--- src/rtl/timer_bank.sv ---
// Bank of N_CH independent down-counting timers behind a word-addressed register window.
// Each channel: CTRL / PRESET / COUNT / STATUS, one-shot or auto-reload, sticky W1C pending flag.
module timer_bank #(
    parameter int unsigned N_CH      = 2,
    parameter int unsigned CNT_W     = 32,
    parameter logic [31:0] BASE_ADDR = 32'h0000_7F00
) (
    input  logic            clk,
    input  logic            reset,
    input  logic [29:0]     addr,
    input  logic            we,
    input  logic [31:0]     wdata,
    output logic [31:0]     rdata,
    output logic            hit,
    output logic [N_CH-1:0] irq,
    output logic            irq_any
);

    typedef enum logic [1:0] {IDLE, LOAD, CNT, INT} state_t;

    localparam logic [29:0] BASE_W = BASE_ADDR[31:2];
    localparam logic [29:0] SPAN_W = 30'(4 * N_CH);

    logic [29:0]     off_w;
    logic [27:0]     sel_ch;
    logic [1:0]      sel_reg;
    logic            wr;
    logic [31:0]     ctrl_rd   [N_CH];
    logic [31:0]     preset_rd [N_CH];
    logic [31:0]     count_rd  [N_CH];
    logic [N_CH-1:0] pend;

    // The subtraction cannot wrap once addr >= BASE_W, so off_w bounds the window top.
    assign off_w   = addr - BASE_W;
    assign hit     = (addr >= BASE_W) && (off_w < SPAN_W);
    assign sel_ch  = off_w[29:2];
    assign sel_reg = off_w[1:0];
    assign wr      = we & hit;

    for (genvar i = 0; i < N_CH; i++) begin : g_ch
        state_t           state_q, state_d;
        logic             en_q, im_q, pend_q;
        logic [1:0]       mode_q;
        logic [CNT_W-1:0] preset_q, count_q;
        logic             do_load, do_dec, set_pend, clr_en;
        logic             sel;

        assign sel = wr && (sel_ch == 28'(i));

        always_comb begin
            state_d  = state_q;
            do_load  = 1'b0;
            do_dec   = 1'b0;
            set_pend = 1'b0;
            clr_en   = 1'b0;
            case (state_q)
                IDLE: if (en_q) state_d = LOAD;
                LOAD: begin
                    if (en_q) begin
                        do_load = 1'b1;
                        state_d = CNT;
                    end else begin
                        state_d = IDLE;
                    end
                end
                CNT: begin
                    if (!en_q) begin
                        state_d = IDLE;
                    end else if (count_q == '0) begin
                        set_pend = 1'b1;
                        state_d  = INT;
                    end else begin
                        do_dec = 1'b1;
                    end
                end
                INT: begin
                    if (mode_q == 2'b01) begin
                        state_d = LOAD;
                    end else begin
                        clr_en  = 1'b1;
                        state_d = IDLE;
                    end
                end
                default: state_d = IDLE;
            endcase
        end

        // CPU CTRL writes override the one-shot EN clear; a new PEND set overrides a W1C.
        always_ff @(posedge clk or negedge reset) begin
            if (!reset) begin
                state_q  <= IDLE;
                en_q     <= 1'b0;
                im_q     <= 1'b0;
                mode_q   <= '0;
                preset_q <= '0;
                count_q  <= '0;
                pend_q   <= 1'b0;
            end else begin
                state_q <= state_d;
                if (sel && sel_reg == 2'd0) begin
                    en_q   <= wdata[0];
                    mode_q <= wdata[2:1];
                    im_q   <= wdata[3];
                end else if (clr_en) begin
                    en_q <= 1'b0;
                end
                if (sel && sel_reg == 2'd1) preset_q <= wdata[CNT_W-1:0];
                if (do_load) begin
                    count_q <= preset_q;
                end else if (do_dec) begin
                    count_q <= count_q - CNT_W'(1);
                end
                if (set_pend) begin
                    pend_q <= 1'b1;
                end else if (sel && sel_reg == 2'd3 && wdata[0]) begin
                    pend_q <= 1'b0;
                end
            end
        end

        assign ctrl_rd[i]   = {28'd0, im_q, mode_q, en_q};
        assign preset_rd[i] = 32'(preset_q);
        assign count_rd[i]  = 32'(count_q);
        assign pend[i]      = pend_q;
        assign irq[i]       = pend_q & im_q;
    end

    always_comb begin
        rdata = '0;
        if (hit) begin
            for (int unsigned c = 0; c < N_CH; c++) begin
                if (sel_ch == 28'(c)) begin
                    case (sel_reg)
                        2'd0:    rdata = ctrl_rd[c];
                        2'd1:    rdata = preset_rd[c];
                        2'd2:    rdata = count_rd[c];
                        default: rdata = {31'd0, pend[c]};
                    endcase
                end
            end
        end
    end

    assign irq_any = |irq;

endmodule

--- config.mk ---
export PLATFORM = sky130hd
export DESIGN_NAME = timer_bank
export DESIGN_NICKNAME = d
export VERILOG_FILES = /design/src/rtl/timer_bank.sv
export SDC_FILE = /design/constraint.sdc
export NUM_CORES = 1
export LEC_CHECK = 0
export CORE_UTILIZATION = 40
export CTS_BUF_LIST = sky130_fd_sc_hd__clkbuf_16
export CTS_CLUSTER_SIZE = 14
export DETAILED_ROUTE_END_ITERATION = 10
export HOLD_SLACK_MARGIN = 0.12
export SYNTH_ARGS = -nofsm -noshare
export SYNTH_HDL_FRONTEND = slang
export SYNTH_SLANG_ARGS = --single-unit
--- constraint.sdc ---
create_clock -name clk -period 5.3 [get_ports clk]
set_input_delay 0.53 -clock clk [delete_from_list [all_inputs] [get_ports clk]]
set_output_delay 0.53 -clock clk [all_outputs]
set_load 0.01 [all_outputs]
==> metrics <==
Ports 101; mapped cell area 8010 um2; Hold Fails Final Rpt 0; post-DP HPWL 19.3 mm; Setup Total Neg Slack 0 ns; synthesis-stage register bit count 142; Mapped Cells 799; Die Span Y 144 um; commonest non-fill, non-tap cell in the layout dfrtp_1; Post-synth EDFFs 0; clk_skew 0.0144 ns; sequential share of the synthesized area 44.4%; Final nets 936; Initial DRT Pass Iterations 5; ratio of cells with drive above 1 in the final layout 12.2%; first-pass GRT wire length 41.9 mm; Clock Root Buffer clkbuf_16; TritonCTS clock tree done; clock sink count 142; initial antenna violation count 0; P&R area growth vs syn 21.8%; worst skew pair latency 0.43 ns; most frequent cells in the layout dfrtp_1 (142), clkdlybuf4s50_1 (98), nand2_1 (77), mux2_2 (42); GRT overflow 0; max cap viols 0; hold crit path type in2async; final core occ 50.0%; CP dominant cell by count clkdlybuf4s50_1; ant diodes 0; type of origin of the critical path primary input; Main synth FF type dfrtp_1; crit-path cells clkdlybuf4s50_1 > inv_1 > nor2_4 > buf_4 > a22oi_1 > a211oi_1 > clkdlybuf4s50_1; Power Dens Cells 250 nW/um2; asr flop ratio synth 100%; largest net degree at the start of global routing 95; row count 51; worst vdd ir 0.186 mV; final estimated routing congestion in global placement 0.916; via/cell ratio 6.37; Reg clk slew, reported paths 0.06 ns; post-synthesis adder-cell area fraction 0.312%; Crit path largest cell delay 0.86 ns; Pins Over Slew Limit 0; I/O Buffers 100; fin area 9750 um2; Final setup viols 0; Wirelength per Cell 23.4 um; Synth Warn # 0; Tcrit/Tclk final 80.6%; multiplexer area fraction after synthesis 11.6%; Max Fclk 234 MHz; final WL 26.8 mm; measured slew at the worst slew-check pin 1.15 ns; CTS Hold Bufs 0; CTS max path bufs 2; Placed Area 9160 um2; xor/xnor share of the synthesized area 0.437%; CTS-repair resized insts 0; DRC 0; Simple-Gate Fraction of Synth Area 17.3%; compound-gate portion of the synthesized area 21.9%; Worst path slowest cell clkdlybuf4s50_1; status complete, no violations; CORE AREA 19500 um2; RSZ-0062 raised after global routing no; Num CTS Buffers 17; full die area 20600 um2; initial core utilization 41.0%; GRT Resource Usage Total 27.2%; Vias 7310; Worst EP arrival 3.74 ns; Avg Synthesized Cell Area 10.0 um2; combinational family with the most area after synthesis compound AO/OA/AOI/OAI gates; worst hold margin 0.208 ns; Initial DRC Count 733; Layout fillers 1830; vias in the first global route 7173; syn_nets 866; Rel. slew slack 23.7%; # Post-CTS Setup Buffers 0; P_leak 4.27 nW; CTS H-tree lvls 4; Die W 144 um; final worst path period need 4.27 ns; DRT antenna net count 0; Worst Path Required 4.77 ns; crit path max fanout 35; Netlist cell types 70; Critical Path End Type output port; WS Path Type in2out
## through the flow
step	instances	setup WS, ns	power, mW
floorplan	799	2.54	1.14
global placement	1115	1.19	1.23
detailed placement	1115	1.06	1.23
CTS	1147	1.07	2.45
global route	1147	0.910	2.52
finish	1147	1.03	2.44
## Yosys cell counts (all sizes together), types with 4 or more instances
library cell	number	area [um2]
clkbuf	39	146
nor2	39	149
nor4	18	134
mux2	72	811
and3	4	25.0
mux2i	5	50.1
a221o	15	150
nor2b	4	25.0
a21o	4	30.0
or4	12	97.6
o211ai	10	75.1
buf	20	129
a211oi	32	240
nand2b	4	25.0
o31ai	4	30.0
or2	5	31.3
and2	4	25.0
a221oi	30	263
dfrtp	142	3550
nand3	16	80.1
a21oi	22	110
or3	15	98.8
o311ai	12	105
o21ai	37	185
nand4	9	56.3
inv	15	56.3
a22oi	36	270
a32oi	12	105
nor3	42	248
nand2	77	289
## registers in the layout, indices dropped and copies added, names as in the netlist
register and count:
g_ch.count_q 64, g_ch.preset_q 64, g_ch.mode_q 4, g_ch.state_q 4, g_ch.en_q 2, g_ch.im_q 2, g_ch.pend_q 2
## final cells by class
| type | count | area, um2 | share of cell area (%) |
|---|---|---|---|
| timing repair buffer | 110 | 1070 | 11.0 |
| clock buffer | 17 | 425 | 4.36 |
| clock inverter | 15 | 169 | 1.73 |
| sequential | 142 | 3550 | 36.4 |
| tap | 265 | 332 | 3.40 |
| multi-input combinational | 583 | 4150 | 42.5 |
| inverter | 15 | 56.3 | 0.577 |
## kinds of logic (layout without fill, tap and decap cells)
family                     count (synthesis)  after routing
AOI/OAI and AO/OA                        236            236
xor gates and xnor gates                   4              4
adders and majority gates                  2              2
buffers and inverters                     74            157
DFF                                      142            142
muxes                                     80             80
and+or+nand+nor                          261            261
## worst paths after layout
path                            slack [ns]                        startpoint                          endpoint  cells past startpoint
worst min-delay path                  0.21                             reset  g_ch[0].preset_q[25]$_DFFE_PN0P_                      1
worst min register to register        0.52  g_ch[0].preset_q[14]$_DFFE_PN0P_  g_ch[0].preset_q[14]$_DFFE_PN0P_                      1
worst max register to register        1.71   g_ch[1].count_q[17]$_DFFE_PN0P_   g_ch[1].count_q[15]$_DFFE_PN0P_                      6
max in group asynchronous             3.86                             reset  g_ch[0].preset_q[19]$_DFFE_PN0P_                      2
min in group clk                      0.52  g_ch[0].preset_q[14]$_DFFE_PN0P_  g_ch[0].preset_q[14]$_DFFE_PN0P_                      1
worst max-delay path                  1.03                           addr[0]                          rdata[9]                      7
## metal layers
metal	part of all wire, %	up-vias	GRT usage, %	wire length, um
li1	-	3269	-	-
met1	46	3706	38.8	12400
met2	46	290	41.4	12400
met3	5.2	45	4.50	1400
met4	2.4	0	9.57	650
met5	0	-	0	0
## critical path, delay by kind of cell
kind | cells | cell delay, ns
compound gates | 2 | 0.43
buf+inv | 4 | 2.04
simple gates | 1 | 0.71
## report_power, final
part	internal [mW]	leakage [nW]	switching, mW
combinational	0.0550	2.02	0.0735
clock	0.738	0.290	0.490
sequential	1.08	1.96	0.00000114
total	1.88	4.27	0.564
No activity file was read; power rests on OpenSTA's default activity.
